File: config.mk
export PLATFORM = sky130hd
export DESIGN_NAME = arb16_16
export DESIGN_NICKNAME = d
export VERILOG_FILES = /design/src/rtl/arb16_16.sv
export SDC_FILE = /design/constraint.sdc
export NUM_CORES = 1
export LEC_CHECK = 0
export ABC_CLOCK_PERIOD_IN_PS = 12000
export BUFFER_PORTS_ARGS = -buffer_cell sky130_fd_sc_hd__buf_4
export CAP_MARGIN = 15
export CORE_MARGIN = 2
export CORE_UTILIZATION = 35
export DETAILED_ROUTE_END_ITERATION = 10
export GPL_TIMING_DRIVEN = 0
export MAX_ROUTING_LAYER = met4
export PLACE_DENSITY = 0.65
export REMOVE_ABC_BUFFERS = 1
export SYNTH_ARGS = -nofsm -noshare
export SYNTH_HDL_FRONTEND = slang
export SYNTH_SLANG_ARGS = --single-unit
export TNS_END_PERCENT = 30
File: constraint.sdc
create_clock -name clk -period 12 [get_ports clk]
set_input_delay 1.8 -clock clk [delete_from_list [all_inputs] [get_ports clk]]
set_output_delay 1.8 -clock clk [all_outputs]
set_load 0.005 [all_outputs]
File: src/rtl/arb16_16.sv
// Round-robin 16:1 arbiter that captures one 16-bit word per grant; 1-cycle grant-to-dout_valid latency.
// While dout_valid is high and dout_ready is low, everything holds and no grant is issued.
module arb16_16 (
  input  logic         clk,
  input  logic         reset,
  input  logic [15:0]  req,
  input  logic [255:0] din,
  output logic [15:0]  gnt,
  output logic [3:0]   sel,
  output logic [15:0]  dout,
  output logic         dout_valid,
  input  logic         dout_ready
);

  typedef enum logic {IDLE, BUSY} state_t;

  state_t      state, state_nxt;
  logic [3:0]  ptr;
  logic        arb;
  logic        found;
  logic [3:0]  win;
  logic [3:0]  idx;
  logic [15:0] win_word;

  // A cycle arbitrates when the output slot is empty or being emptied right now.
  assign arb = !reset && ((state == IDLE) || dout_ready);

  // First requester at or above ptr, wrapping 15 -> 0.
  always_comb begin
    found = 1'b0;
    win   = 4'd0;
    idx   = 4'd0;
    for (int k = 0; k < 16; k++) begin
      idx = ptr + 4'(k);
      if (!found && req[idx]) begin
        found = 1'b1;
        win   = idx;
      end
    end
  end

  assign win_word = din[{win, 4'b0000} +: 16];
  assign gnt      = (arb && found) ? (16'h0001 << win) : 16'h0000;

  always_comb begin
    state_nxt = state;
    if (arb) begin
      state_nxt = found ? BUSY : IDLE;
    end
  end

  always_ff @(posedge clk) begin
    if (reset) begin
      state <= IDLE;
    end else begin
      state <= state_nxt;
    end
  end

  always_ff @(posedge clk) begin
    if (reset) begin
      dout <= 16'h0000;
      sel  <= 4'd0;
      ptr  <= 4'd0;
    end else if (arb && found) begin
      dout <= win_word;
      sel  <= win;
      ptr  <= win + 4'd1;
    end
  end

  assign dout_valid = (state == BUSY);

endmodule

## Yosys cells after proc, flatten, opt, wreduce, memory -nomap -nowiden

Cells that the tools add are included.

- Shift-type cells: 2
- $add $sub $neg: 16
- Reduce and logical (&&, ||, !) cells: 34
- Multiplexer cells: 66
- Multipliers: 0
- Magnitude comparators: 16
- Divide/modulo/power cells: 0
- Bitwise logic cells: 1
- Equality and inequality tests: 0

Operator list:

| operator | number |
|---|---|
| $shiftx A256 B9 Y16 | 1 |
| $lt A4 B5 Y1 const B | 16 |
| $bmux W1 S4 | 16 |
| $mux W4 | 16 |
| $mux W1 | 33 |
| $add A4 B4 Y4 const B | 8 |
| $logic_and A1 B1 Y1 | 17 |
| $add A4 B3 Y4 const B | 4 |
| $logic_not A1 Y1 | 16 |
| $mux W16 | 1 |
| $shl A1 B4 Y16 const A | 1 |
| $add A4 B1 Y4 const B | 2 |
| $add A4 B2 Y4 const B | 2 |
| $logic_or A1 B1 Y1 | 1 |
| $not A1 Y1 | 1 |

- Bits in latches: 0
- Bits in writable memories: 0
- Word-level logic and storage cells: 139
- Memories: 0
- Input port bits: 275
- Bits in read-only memories: 0
- Flip-flop bits (word level): 25
- Output and inout port bits: 37

## Longest topological paths before layout

- Word-level depth: 50
- Depth in mapped cells: 21
- Depth with buffers taken out: 14

## Least setup slack after synthesis

No wires, ideal clock.

- Path type: input-to-output
- Start: input port req[8]
- End: output port gnt[6]
- Data arrival time: 4679 ps
- Slack: 5521 ps
- Path buffers: 2
- Data required time: 10200 ps
- Cell stages on the path: 12
- Cell sequence: mux4_2 mux2_2 mux2i_2 and4b_1 buf_6 nand2_2 a221o_1 o22ai_1 a32oi_4 nor2_2 buf_2 and3_1

- Longest elaborated chain between the ends: 50
- Elaborated cells between the ends (all ways): 97
- Classes of those cells: shift (1); mux (65); reduce/logical (31)

RTL lines:

| element | RTL line | text |
|---|---|---|
| start, declared | 6 | `input logic [15:0] req,` |
| $bmux W1 S4 | 35 | `if (!found && req[idx]) begin` |
| $mux W1 (implied by the code) | 35 |  |
| $mux W1 | 35 |  |
| $logic_not A1 Y1 | 35 |  |
| $logic_and A1 B1 Y1 | 35 |  |
| $mux W1 | 35 |  |
| $logic_not A1 Y1 | 35 |  |
| $logic_and A1 B1 Y1 | 35 |  |
| (+34 left out) | -- |  |
| $logic_not A1 Y1 | 35 |  |
| $logic_and A1 B1 Y1 | 35 |  |
| $mux W1 | 35 |  |
| $logic_not A1 Y1 | 35 |  |
| $logic_and A1 B1 Y1 | 35 |  |
| $mux W4 or $mux W1 (tied branches) | 35 |  |
| $shl A1 B4 Y16 or $logic_and A1 B1 Y1 (tied branches) | 43 | `assign gnt = (arb && found) ? (16'h0001 << win) : 16'h0000;` |
| $mux W16 (*) | 43 |  |
| end, declared | 8 | `output logic [15:0] gnt,` |

Mark *: on every way between the ends. The rest lies on a longest branch, timed or not. The select of a mux whose other input is x is not followed.

## Final worst setup path

- Start: register ptr[2]
- End: output port gnt[6]

- Longest elaborated chain between the ends: 50
- Elaborated cells between the ends (all ways): 112
- Classes of those cells: add/sub (15); shift (1); mux (65); reduce/logical (31)

RTL lines:

| element | RTL line | text |
|---|---|---|
| start, declared | 18 | `logic [3:0] ptr;` |
| start signal, assigned | 68 | `ptr <= win + 4'd1;` |
| branches (longest 49 deep; another with $add A4 B1 Y4) | -- |  |
| $mux W16 (*) | 43 |  |

Mark *: on every way between the ends. The select of a mux whose other input is x is not followed.

==> impl_metrics.csv <==
group,metric,value,unit
synthesis,ys_seq_area_frac,0.0865,
place,placed_area,8230,um^2
synthesis,synth_cells,635,
global_route,grt_max_degree,44,
clock_network,post_cts_resized,0,
place,placedCellCount,1120,
critical_path,crit_type,"register to primary output",
routing,drtAntennaViolNets,0,
finish,num_antenna_cells,0,
sta,finalClockSkew,0.00227,ns
sta,tightest_slew,1.03,ns
routing,via_per_inst,5.61,
hold_path,hp-class,"register to register",
floorplanning,initial_core_util,0.362,
critical_path,endpoint_kind,"primary output",
synthesis,synth_cell_types,71,
synthesis,avgSynthCellArea,9.11,um^2
global_route,grt_pass1_wl,35200,um
critical_path,slowest_delay,0.96,ns
sta,rsz0062_at_grt,"no",
pwr,total_power,3.38,mW
finish,drive_gt1_frac,0.435,
floorplanning,die_w,133,um
critical_path,worstPathRequired,10.20,ns
clock_network,ctsHoldBuffers,0,
sta,fin_setup_tns,0,ns
routing,drt_first_pass_iters,5,
routing,routed_wl,23300,um
synthesis,synth-seq-cells,25,
finish,nFillCells,1567,
routing,drtIter0Drc,449,
sta,holdWs,0.453,ns
sta,relSlewSlack,0.314,
finish,layout_common_cells,"311 x buf_4, 208 x mux2i_1, 38 x nand2_1, 35 x a22oi_1, 32 x mux4_2",
sta,fin_crit_sh,0.676,
clock_network,clk_pin_slew_worst_paths,0.07,ns
global_route,gr-usage-all-layers,0.257,
clock_network,clock_path_buffers,2,
finish,seqCellArea,500,um^2
sta,finalSetupViolCount,0,
sta,hold_violations,0,
floorplanning,die-area,17600,um^2
clock_network,post_cts_buffers,0,
routing,route.detailed.drc,0,
sta,final.min_clock_period,8.11,ns
synthesis,yosysWarnings,0,
synthesis,synth_edf_count,0,
floorplanning,coreArea,16000,um^2
critical_path,crit_arrival,6.31,ns
sta,report.final.slew_viol_count,0,
global_route,grt_pass1_vias,6117,
floorplanning,die_h,133,um
clock_network,cts_tree,"yes",
finish,syn2layout_area_growth,44.1,%
pwr,vdd.ir_drop.worst,0.000302,V
run_status,status,"complete, no violations",
synthesis,ys.flop_type,"dfxtp_1",
global_route,antenna_found_initial,0,
global_route,overflow,0,
place,io_buffers,311,
clock_network,cts.htree.levels,1,
floorplanning,num_rows,46,
finish,multiInputGateArea,4890,um^2
clock_network,cts_sinks,25,
clock_network,clk_latency,0.26,ns
place,gp_congestion,0.966,
clock_network,clockRootBuffer,"clkbuf_16",
sta,fmax,123,MHz
finish,nNetsFinal,1194,
critical_path,start_kind,"register",
routing,via_count,6314,
synthesis,netlist_area,5780,um^2
finish,final_common_cell,"buf_4",
finish,final_cells,1125,
pwr,powerDensity,406,nW/um^2
clock_network,cts_buffers,3,
synthesis,synthArstFlopShare,0,
critical_path,crit_fanout,22,
critical_path,crit_slowest_cell,"dfxtp_1",
floorplanning,ios,312,
finish,final_area,8340,um^2
place,hpwl,19100,um
job,max_cap_viol_count,0,
pwr,leakage,4.00,nW
critical_path,worstPathCellList,"inv_1 > ha_1 > mux2i_1 > mux2i_1 > nor3_1 > nand4_1 > nor3_1 > nor3_2 > nand2_1 > nor2_2 > and3_1 > buf_4",
routing,route.detailed.wl_per_inst,20.7,um
[state kept, by name (all words and copies together) (netlist names)]
signal,count
dout,16
dout_valid,1
ptr,4
sel,4
[cell families (layout without fill, tap and decap cells)]
group                      count (synthesis)  in the layout  synth area share
muxes                                    254            254             0.514
and+or+nand+nor                          153            153             0.140
AOI/OAI and AO/OA                        117            117             0.147
buffers and inverters                     65            339            0.0722
DFF                                       25             25            0.0865
xor gates and xnor gates                  12             12            0.0208
adders and majority gates                  9              9            0.0195
[worst paths after layout]
path | slack (ns) | cells past startpoint | startpoint | to
max | 3.89 | 12 | ptr[2] | gnt[6]
min | 0.45 | 2 | sel[3] | sel[3]
max reg2reg | 5.96 | 12 | ptr[2] | dout[3]
min reg2reg | 0.45 | 2 | sel[3] | sel[3]
[synth_stat cells (all sizes together) (3+ instances only)]
| library cell | n | area, um^2 |
|---|---|---|
| ha | 9 | 113 |
| xnor2 | 6 | 52.6 |
| mux2i | 210 | 2120 |
| nand2 | 40 | 153 |
| o211ai | 3 | 22.5 |
| nand2b | 4 | 25.0 |
| nand4b | 3 | 26.3 |
| nor2b | 9 | 56.3 |
| dfxtp | 25 | 500 |
| nor3 | 8 | 45.0 |
| nand3 | 21 | 105 |
| or3 | 4 | 25.0 |
| a31oi | 5 | 31.3 |
| buf | 39 | 304 |
| nand4 | 3 | 18.8 |
| inv | 15 | 61.3 |
| nor2 | 31 | 141 |
| xor2 | 6 | 67.6 |
| a22oi | 35 | 263 |
| mux4 | 32 | 721 |
| o22ai | 4 | 25.0 |
| o21ai | 17 | 85.1 |
| mux2 | 12 | 135 |
| nor4 | 10 | 62.6 |
| and3 | 5 | 31.3 |
| nor3b | 3 | 27.5 |
| a32oi | 3 | 45.1 |
| o31ai | 4 | 30.0 |
| a21oi | 21 | 105 |
| clkbuf | 11 | 52.6 |
| a211oi | 5 | 42.5 |
| and2 | 5 | 31.3 |
[metrics by stage]
stage | util | setup WS [ns]
floorplan | - | -2.69
global placement | 0.502 | -7.07
detailed placement | 0.514 | 3.62
CTS | 0.519 | 3.32
global route | 0.521 | 3.44
finish | 0.521 | 3.89
[per-layer routing]
layer  wire length [um]  global-route usage  share of wire  vias to the layer above
met2              11400               0.438           0.49                      289
met5                  0                   -              0                        -
met1               9740               0.328           0.42                     2992
li1                   -                   -              -                     3013
met3               1840              0.0460          0.079                       20
met4                266              0.0281          0.011                        0
[cell type report]
cell class | count | share of cell area
inverter | 15 | 0.00735
timing repair buffer | 320 | 0.304
multi-input combinational | 545 | 0.586
tap | 216 | 0.0324
clock inverter | 1 | 0.000600
clock buffer | 3 | 0.00900
sequential | 25 | 0.0600
[worst max-delay path: cells and delay by family, from the launching register on]
| family | cells | cell delay [ns] |
|---|---|---|
| simple gates | 7 | 2.73 |
| flops | 1 | 0.96 |
| mux | 2 | 0.83 |
| buf+inv | 2 | 0.69 |
| fa+ha+maj | 1 | 0.82 |
[power by group]
group          internal (mW)  total, mW  switching (mW)  leakage (nW)
Sequential             0.121      0.167          0.0455         0.208
Combinational           1.45       3.14            1.69          3.75
Clock                 0.0450     0.0763          0.0313        0.0409
Note: power is estimated with default switching activity, not from simulation.
